--- src/rtl/wb_regfile_pkg.sv ---
// ---------------------------------------------------------------------------
// wb_regfile_pkg
// Shared CPU constants for the writeback stage and register file.
//   DATA_W     : datapath width in bits
//   REG_ADDR_W : width of a register number
//   NUM_REGS   : number of architectural registers (register 0 is hardwired)
// Also provides the word/address types and the writeback source encoding.
// ---------------------------------------------------------------------------
package wb_regfile_pkg;

    localparam int DATA_W     = 32;
    localparam int REG_ADDR_W = 5;
    localparam int NUM_REGS   = 32;

    typedef logic [DATA_W-1:0]     word_t;
    typedef logic [REG_ADDR_W-1:0] regAddr_t;

    // Which pipeline value is written back: the ALU result or the load data.
    typedef enum logic {
        WB_SRC_ALU = 1'b0,
        WB_SRC_MEM = 1'b1
    } wbSrc_e;

endpackage

--- src/rtl/register_32.sv ---
// ---------------------------------------------------------------------------
// register_32
// One 32-bit architectural register with load enable.
//   clk_i  : clock, loads on the rising edge
//   rst_ni : asynchronous active-low clear
//   en_i   : load enable (already decoded for this register)
//   d_i    : value to load
//   q_o    : current contents
// ---------------------------------------------------------------------------
module register_32
    import wb_regfile_pkg::*;
(
    input  logic              clk_i,
    input  logic              rst_ni,
    input  logic              en_i,
    input  logic [DATA_W-1:0] d_i,
    output logic [DATA_W-1:0] q_o
);

    logic [DATA_W-1:0] data_q;
    logic [DATA_W-1:0] data_d;

    always_comb begin
        data_d = data_q;
        if (en_i) begin
            data_d = d_i;
        end
    end

    always_ff @(posedge clk_i or negedge rst_ni) begin
        if (!rst_ni) begin
            data_q <= '0;
        end else begin
            data_q <= data_d;
        end
    end

    assign q_o = data_q;

endmodule

--- src/rtl/wb_select.sv ---
// ---------------------------------------------------------------------------
// wb_select
// Combinational writeback source mux.
//   memData_i   : load data from MEM/WB
//   aluResult_i : ALU result from MEM/WB
//   memToReg_i  : 1 selects memData_i, 0 selects aluResult_i
//   wbData_o    : selected writeback value
// ---------------------------------------------------------------------------
module wb_select
    import wb_regfile_pkg::*;
(
    input  logic [DATA_W-1:0] memData_i,
    input  logic [DATA_W-1:0] aluResult_i,
    input  logic              memToReg_i,
    output logic [DATA_W-1:0] wbData_o
);

    wbSrc_e wbSrc;

    // Decode the select bit into its meaning, then pick the source.
    always_comb begin
        wbSrc    = wbSrc_e'(memToReg_i);
        wbData_o = aluResult_i;
        case (wbSrc)
            WB_SRC_MEM: wbData_o = memData_i;
            default:    wbData_o = aluResult_i;
        endcase
    end

endmodule

--- src/rtl/wb_regfile.sv ---
// ---------------------------------------------------------------------------
// wb_regfile
// Writeback stage plus 32-entry register file with same-cycle bypass and a
// retired-write counter.
//   clk          : clock, state updates on the rising edge
//   reset        : asynchronous active-low reset
//   memDataIn    : load data from MEM/WB
//   aluResultIn  : ALU result from MEM/WB
//   writeRegIn   : destination register number
//   regWriteIn   : writeback request
//   memToRegIn   : 1 selects memDataIn, 0 selects aluResultIn
//   write        : stage enable, 0 suppresses commit and bypass
//   readRegA/B   : read addresses
//   readDataA/B  : read data (bypassed from wbDataOut when committing)
//   wbDataOut    : selected writeback value, for forwarding
//   retireCount  : number of committed register writes (wraps)
// ---------------------------------------------------------------------------
module wb_regfile
    import wb_regfile_pkg::*;
(
    input  logic                  clk,
    input  logic                  reset,
    input  logic [DATA_W-1:0]     memDataIn,
    input  logic [DATA_W-1:0]     aluResultIn,
    input  logic [REG_ADDR_W-1:0] writeRegIn,
    input  logic                  regWriteIn,
    input  logic                  memToRegIn,
    input  logic                  write,
    input  logic [REG_ADDR_W-1:0] readRegA,
    input  logic [REG_ADDR_W-1:0] readRegB,
    output logic [DATA_W-1:0]     readDataA,
    output logic [DATA_W-1:0]     readDataB,
    output logic [DATA_W-1:0]     wbDataOut,
    output logic [DATA_W-1:0]     retireCount
);

    logic              commitEn;
    logic [DATA_W-1:0] regQ [NUM_REGS];
    logic [DATA_W-1:0] retireCount_q;
    logic [DATA_W-1:0] retireCount_d;

    wb_select u_wbSelect (
        .memData_i   (memDataIn),
        .aluResult_i (aluResultIn),
        .memToReg_i  (memToRegIn),
        .wbData_o    (wbDataOut)
    );

    // Reset is part of the qualifier so that bypass is also disabled while
    // reset is held, and an edge during reset cannot land a write.
    assign commitEn = write && regWriteIn && (writeRegIn != '0) && reset;

    assign regQ[0] = '0;

    genvar gi;
    generate
        for (gi = 1; gi < NUM_REGS; gi++) begin : g_regs
            register_32 u_reg (
                .clk_i  (clk),
                .rst_ni (reset),
                .en_i   (commitEn && (writeRegIn == REG_ADDR_W'(gi))),
                .d_i    (wbDataOut),
                .q_o    (regQ[gi])
            );
        end
    endgenerate

    // Read ports: a write committing this cycle is forwarded so the reader
    // sees the value it will hold after the edge.
    always_comb begin
        readDataA = regQ[readRegA];
        readDataB = regQ[readRegB];
        if (commitEn && (readRegA == writeRegIn)) begin
            readDataA = wbDataOut;
        end
        if (commitEn && (readRegB == writeRegIn)) begin
            readDataB = wbDataOut;
        end
    end

    always_comb begin
        retireCount_d = retireCount_q;
        if (commitEn) begin
            retireCount_d = retireCount_q + DATA_W'(1);
        end
    end

    always_ff @(posedge clk or negedge reset) begin
        if (!reset) begin
            retireCount_q <= '0;
        end else begin
            retireCount_q <= retireCount_d;
        end
    end

    assign retireCount = retireCount_q;

endmodule
--- config.mk ---
export PLATFORM = sky130hd
export DESIGN_NAME = wb_regfile
export DESIGN_NICKNAME = d
export VERILOG_FILES = /design/src/rtl/wb_regfile_pkg.sv /design/src/rtl/register_32.sv /design/src/rtl/wb_select.sv /design/src/rtl/wb_regfile.sv
export SDC_FILE = /design/constraint.sdc
export NUM_CORES = 2
export LEC_CHECK = 0
export BUFFER_PORTS_ARGS = -buffer_cell sky130_fd_sc_hd__buf_2
export CAP_MARGIN = 20
export CORE_ASPECT_RATIO = 2
export CORE_MARGIN = 2
export CORE_UTILIZATION = 57
export DETAILED_ROUTE_END_ITERATION = 6
export PLACE_DENSITY = 0.77
export SETUP_SLACK_MARGIN = 0.1
export SLEW_MARGIN = 15
export SYNTH_ARGS = -nofsm -noshare
export SYNTH_HDL_FRONTEND = slang
export SYNTH_HIERARCHICAL = 1
export SYNTH_SLANG_ARGS = --single-unit
--- constraint.sdc ---
create_clock -name clk -period 1.9 [get_ports clk]
set_clock_uncertainty 0.2 [all_clocks]
set_input_delay 0.285 -clock clk [delete_from_list [all_inputs] [get_ports clk]]
set_output_delay 0.285 -clock clk [all_outputs]
set_load 0.005 [all_outputs]
* Yosys cells after proc, flatten, opt, wreduce, memory -nomap -nowiden
Cells that the tools add are included.
** Storage, ports and cells
- Register bits :: 1024
- Latch bits :: 0
- Memory bits (writable) :: 0
- ROM bits :: 0
- Bits of input ports :: 84
- Output and inout port bits :: 128
- Word-level logic and storage cells :: 116
- Memories :: 0
** Cells by class
- Add/subtract/negate cells :: 1
- Multipliers :: 0
- Div/mod/pow operators :: 0
- $lt $le $gt $ge :: 2
- Equality and inequality tests :: 33
- Shifts and indexed selects :: 0
- Muxes and demuxes :: 9
- Bitwise gates (word level) :: 2
- Reductions and logical operators :: 37
** Operators by type and width (number)
- 32-bit binary-select mux with 5-bit select :: 2
- 32-bit 2-to-1 mux :: 7
- 5-bit == test, second input constant :: 16
- 5-bit by 4-bit == test with 1-bit output, second input constant :: 8
- 1-bit logical AND :: 36
- 32-bit by 1-bit adder with 32-bit output, second input constant :: 1
- 5-bit by 3-bit == test with 1-bit output, second input constant :: 4
- 6-bit >= comparator, second input constant :: 2
- 5-bit inverter with 6-bit output :: 2
- 5-bit by 2-bit == test with 1-bit output, second input constant :: 2
- 5-bit == test :: 2
- 5-bit by 1-bit == test with 1-bit output, second input constant :: 1
- 5-bit nonzero test :: 1

* Logic depth before layout (Yosys ltp)
- Depth in word-level cells :: 5
- Gate-level depth with buffers :: 9
- Mapped depth without buffers :: 5

* Modules after synthesis
Netlist, hierarchy kept.
** By module, submodules not included
- register_32 :: instances 31, cells each 68, area an instance 1345.0 um^2, seq. area each 800.8 um^2
- wb_regfile :: instances 1, cells each 1699, area an instance 18188.7 um^2, seq. area each 800.8 um^2
- wb_select :: instances 1, cells each 36, area an instance 544.3 um^2, seq. area each 0.0 um^2

* Worst setup path before layout
No wires, ideal clock.
- Kind :: input port to flip-flop
- Start point :: input port writeRegIn[2]
- End point :: register g_regs[1].u_reg.data_q[0]
- Library setup time :: 125 ps
- Arrival :: 1836 ps
- Data required time :: 1575 ps
- Slack :: -261 ps
- Cell stages on the path :: 7
- Buffers on the path :: 3
- Cells stage by stage :: or2_2 > buf_4 > or3_2 > nor2_1 > buf_6 > buf_12 > mux2_4
** On the way
- Word-level cells in the longest chain between the ends :: 4
- Elaborated cells on any way between the ends :: 5
- Classes of those cells :: eq/ne (1); reduce/logical (4)
** RTL lines
- start: declaration :: line wb_regfile.sv:25 : input logic [REG_ADDR_W-1:0] writeRegIn,
- 5-bit nonzero test :: line wb_regfile.sv:51 : assign commitEn = write && regWriteIn && (writeRegIn != '0) && reset;
- 1-bit logical AND (2 in series) :: line wb_regfile.sv:51
- 1-bit logical AND (*) :: line wb_regfile.sv:61 : .en_i (commitEn && (writeRegIn == REG_ADDR_W'(gi))),
- end signal: assignment :: line register_32.sv:34 : data_q <= data_d;
- end: declaration :: line register_32.sv:20 : logic [DATA_W-1:0] data_q;
Every way passes the cells marked *; elsewhere a longest branch is shown, timed or not.
A chain may end at the register's enable or synchronous reset.

* Worst setup path in the final report
- Start point :: register g_regs[1].u_reg.data_q[24]
- End point :: output port readDataB[24]
** On the way
- Word-level cells in the longest chain between the ends :: 4
** RTL lines
- 32-bit binary-select mux with 5-bit select :: line wb_regfile.sv:72 : readDataB = regQ[readRegB];
- 32-bit 2-to-1 mux (implied by the code) (2 in series) :: line wb_regfile.sv:72
- 32-bit 2-to-1 mux :: line wb_regfile.sv:76 : if (commitEn && (readRegB == writeRegIn)) begin
- end: declaration :: line wb_regfile.sv:32 : output logic [DATA_W-1:0] readDataB,
No other way between the ends. The select of a mux whose other input is x is not followed.

==> run summary <==
Die ar. -> 108800 um^2
grt total ovfl -> 0
worst min path class -> input port to async pin
design area -> 78920 um^2
final core utilization -> 74.79%
average size of a mapped cell -> 15.72 um^2
Core Box Area -> 105500 um^2
largest net degree at the start of global routing -> 179
Crit path required time -> 1.41 ns
Area Growth Syn to Fin -> 30.60%
crit-path cells -> mux2_2 > a221oi_2 > a31oi_2 > o221ai_2 > a31oi_4 > buf_2
layout cells sized above 1 -> 69.50%
row count -> 169
DR top layer -> met5
num ports -> 212
Post-synth EDFFs -> 0
Power Total -> 62020 uW
Setup crit end kind -> output pin
post-synthesis cell area -> 60430 um^2
initial antenna violation count -> 16
Starting Density -> 57.27%
Fmax achieved -> 0.2642 GHz
worst slew pin tran -> 1.258 ns
Clk Latency, worst-skew pair -> 0.74 ns
Syn Nets -> 3928
placer congestion estimate -> 0.9574
Detailed Route WL -> 273400 um
kind of critical path -> flip-flop to output pin
Slew Viols, Final -> 0
Clock transition at path regs -> 0.07 ns
Cell Pwr Density -> 785.8 nW/um^2
Die X-Extent -> 234.2 um
Worst setup SP type -> flip-flop
Most used DFF post-synth -> dfrtp_1
first-pass GRT wire length -> 343200 um
final hold vios -> 152
clock tree buffer depth -> 3
DRT iter0 DRCs -> 9123
clock sinks -> 1024
CTS root buf -> clkbuf_16
Buffers on Ports -> 211
post-synth top area share -> 42.40%
fin nets -> 5019
# DRC -> 500
Clock H-tree levels -> 3
chip height -> 464.5 um
met3 WL post-DR -> 44450 um
worst-path maximum fanout -> 3
WL met2 -> 112700 um
max-cap violation count -> 0
Tmin final -> 3.785 ns
vias in the first global route -> 49315
Cells after Synth -> 3843
Hold WS -> -0.4211 ns
cell family with most CP delay -> compound AO/OA/AOI/OAI gates
TritonCTS clock tree -> yes
Seq/Total Area, Yosys -> 42.40%
Synth async-reset ratio -> 100.0%
Slowest cell on crit path -> a221oi_2
outcome -> finished, violations left
Yosys reg bits -> 1024
Yosys warnings -> 6
total iterations of the first detailed-routing run -> 7
GRT Overall Usage -> 43.65%
CP peak stage delay -> 0.99 ns
buffer and inverter count on the worst path -> 1
Post-DRT Antenna Nets -> 0
Inserted Clock Buffers -> 94
failing checks -> design-rule violations, negative hold slack, negative setup slack
peak supply drop -> 1.177 mV
largest cells by area after synthesis -> dfrtp_1 42%, mux2_4 24%, mux4_2 14%
dominant cell type by area after synthesis -> dfrtp_1
DP Wirelength -> 135200 um
max_slew headroom -> 16.15%
M1 wire length -> 80200 um
final worst-path cycle share -> 199.2%
Via density -> 7.874
Arr. time, crit path -> 3.30 ns
via count -> 50291
P_leak -> 0.03589 uW
Final setup viols -> 304
Area after DPL -> 69100 um^2
routed len/inst -> 42.80 um
Worst Slack Setup Final -> -1.885 ns
RSZ-0062 raised after global routing -> yes
Netlist cell types -> 68
[kinds of logic (layout without fill, tap and decap cells)]
logic type                 count (synthesis)  after routing  share of synthesized area [%]
DFF                                     1024           1024                          42.40
and+or+nand+nor                          397            399                          3.013
AOI/OAI and AO/OA                        467            467                          5.855
other                                      0             12                              0
muxes                                   1546           1546                          41.98
buffers and inverters                    367           1529                          6.137
xor gates and xnor gates                  41             41                         0.5942
adders and majority gates                  1              1                        0.02070
[power breakdown]
group	internal, uW	total, uW	switching [uW]
clock network	12100	21700	9640
registers	23700	25700	2060
logic	7640	14600	6940
total	43400	62000	18600
[through the flow]
step	setup TNS (ns)	setup slack (ns)	std cells	hold WS [ns]
after detailed placement	-841.87	-1.216	5985	0.2569
after global routing	-96.68	-1.665	6383	-0.3954
after global placement	-816.81	-1.119	5985	0.2527
after CTS	-61.68	-1.094	6294	-0.4178
final	-90.96	-1.885	6387	-0.4211
after floorplan	-22.29	-0.1916	3843	-0.2106
[registers in the layout (all words and copies together) (netlist names)]
register,flops
g_regs.u_reg/q_o,992
retireCount,32
[layer usage]
metal  global-route usage, %  up-vias
li1                        -    17119
met5                   1.471        -
met3                   18.38     2591
met4                   35.51       31
met1                   50.17    24780
met2                   63.01     5770
[cells in the mapped netlist, types with 3 or more instances]
cell type and count:
a31oi_2 29, buf_2 103, mux4_2 370, nor3_2 3
clkbuf_1 61, mux2_2 197, mux2_4 960, mux2i_1 6
buf_1 3, a31oi_1 81, o21ai_0 8, a32oi_1 52
a21oi_1 21, nor2b_1 9, nand4_1 6, a22oi_1 11
dfrtp_1 1024, nand2b_1 14, a211oi_1 9, xnor2_1 17
buf_8 3, buf_12 96, inv_1 8, nand2_1 132
nor2_1 170, and3_1 3, xor2_1 24, or3_1 5
buf_4 31, mux4_1 12, o221ai_1 53, o22ai_1 131
buf_6 52, nor3b_2 5, nor3_1 12, nand3_1 12
clkbuf_8 10, and2_1 4, a221oi_1 60, or2_2 4
[repair_timing]
item                                   4_1_cts  5_1_grt
gates cloned                                30       12
pin swaps                                  124      144
hold buffers                                12        4
buffers inserted                           104       73
setup endpoints to repair                  556      694
resized for setup                          482      272
endpoints found under the hold margin      298       86
[final timing paths]
| path | start | to | slack (ns) | cells after the start |
|---|---|---|---|---|
| max | g_regs[1].u_reg/q_o[24]$_DFFE_PN0P_ | readDataB[24] | -1.88 | 6 |
| min | reset | g_regs[29].u_reg/q_o[26]$_DFFE_PN0P_ | -0.42 | 2 |
| max reg2reg | retireCount[4]$_DFFE_PN0P_ | retireCount[10]$_DFFE_PN0P_ | 0.02 | 7 |
| min reg2reg | retireCount[31]$_DFFE_PN0P_ | retireCount[31]$_DFFE_PN0P_ | 0.27 | 1 |
| max in group asynchronous | reset | retireCount[11]$_DFFE_PN0P_ | 0 | 6 |
| min in group clk | aluResultIn[27] | g_regs[3].u_reg/q_o[27]$_DFFE_PN0P_ | -0.01 | 4 |
[worst register-to-register path, cell delays in order (launching register included)]
cell     delay [ns]
dfrtp_1        0.37
nand2_1        0.10
nor3_2         0.18
buf_6          0.12
buf_4          0.10
and4b_1        0.24
nand4_1        0.17
xnor2_1        0.29
[cell type report]
cell class / count / area (um^2)
diodes: 12 / 30.03
flip-flops and latches: 1024 / 25620
clock buffers: 128 / 2723
clock inverters: 41 / 613.1
multi-input cells: 2454 / 34470
inverters: 8 / 30.03
fillers: 5214 / 26600
repair buffers: 1352 / 13710
well taps: 1368 / 1712
[layout by cell type (no fill, tap or decap), types with 15 or more instances in the layout]
cell type,n
a32oi_1,52
nor2_1,89
nand2_2,35
nand2_4,16
o22ai_2,75
xor2_1,24
clkbuf_16,105
buf_12,195
o22ai_4,33
bufinv_16,15
o22ai_1,23
a31oi_4,41
nor2_2,32
nor2_4,50
o221ai_2,25
clkinv_2,18
xnor2_1,17
a31oi_2,25
o221ai_1,20
a221oi_2,30
dfrtp_1,1024
mux4_2,373
mux2_2,174
a221oi_1,18
clkbuf_8,21
buf_4,816
buf_6,111
mux2_4,983
a31oi_1,44
buf_16,30
buf_2,153
nand2_1,81
Note: power is estimated with default switching activity, not from simulation.
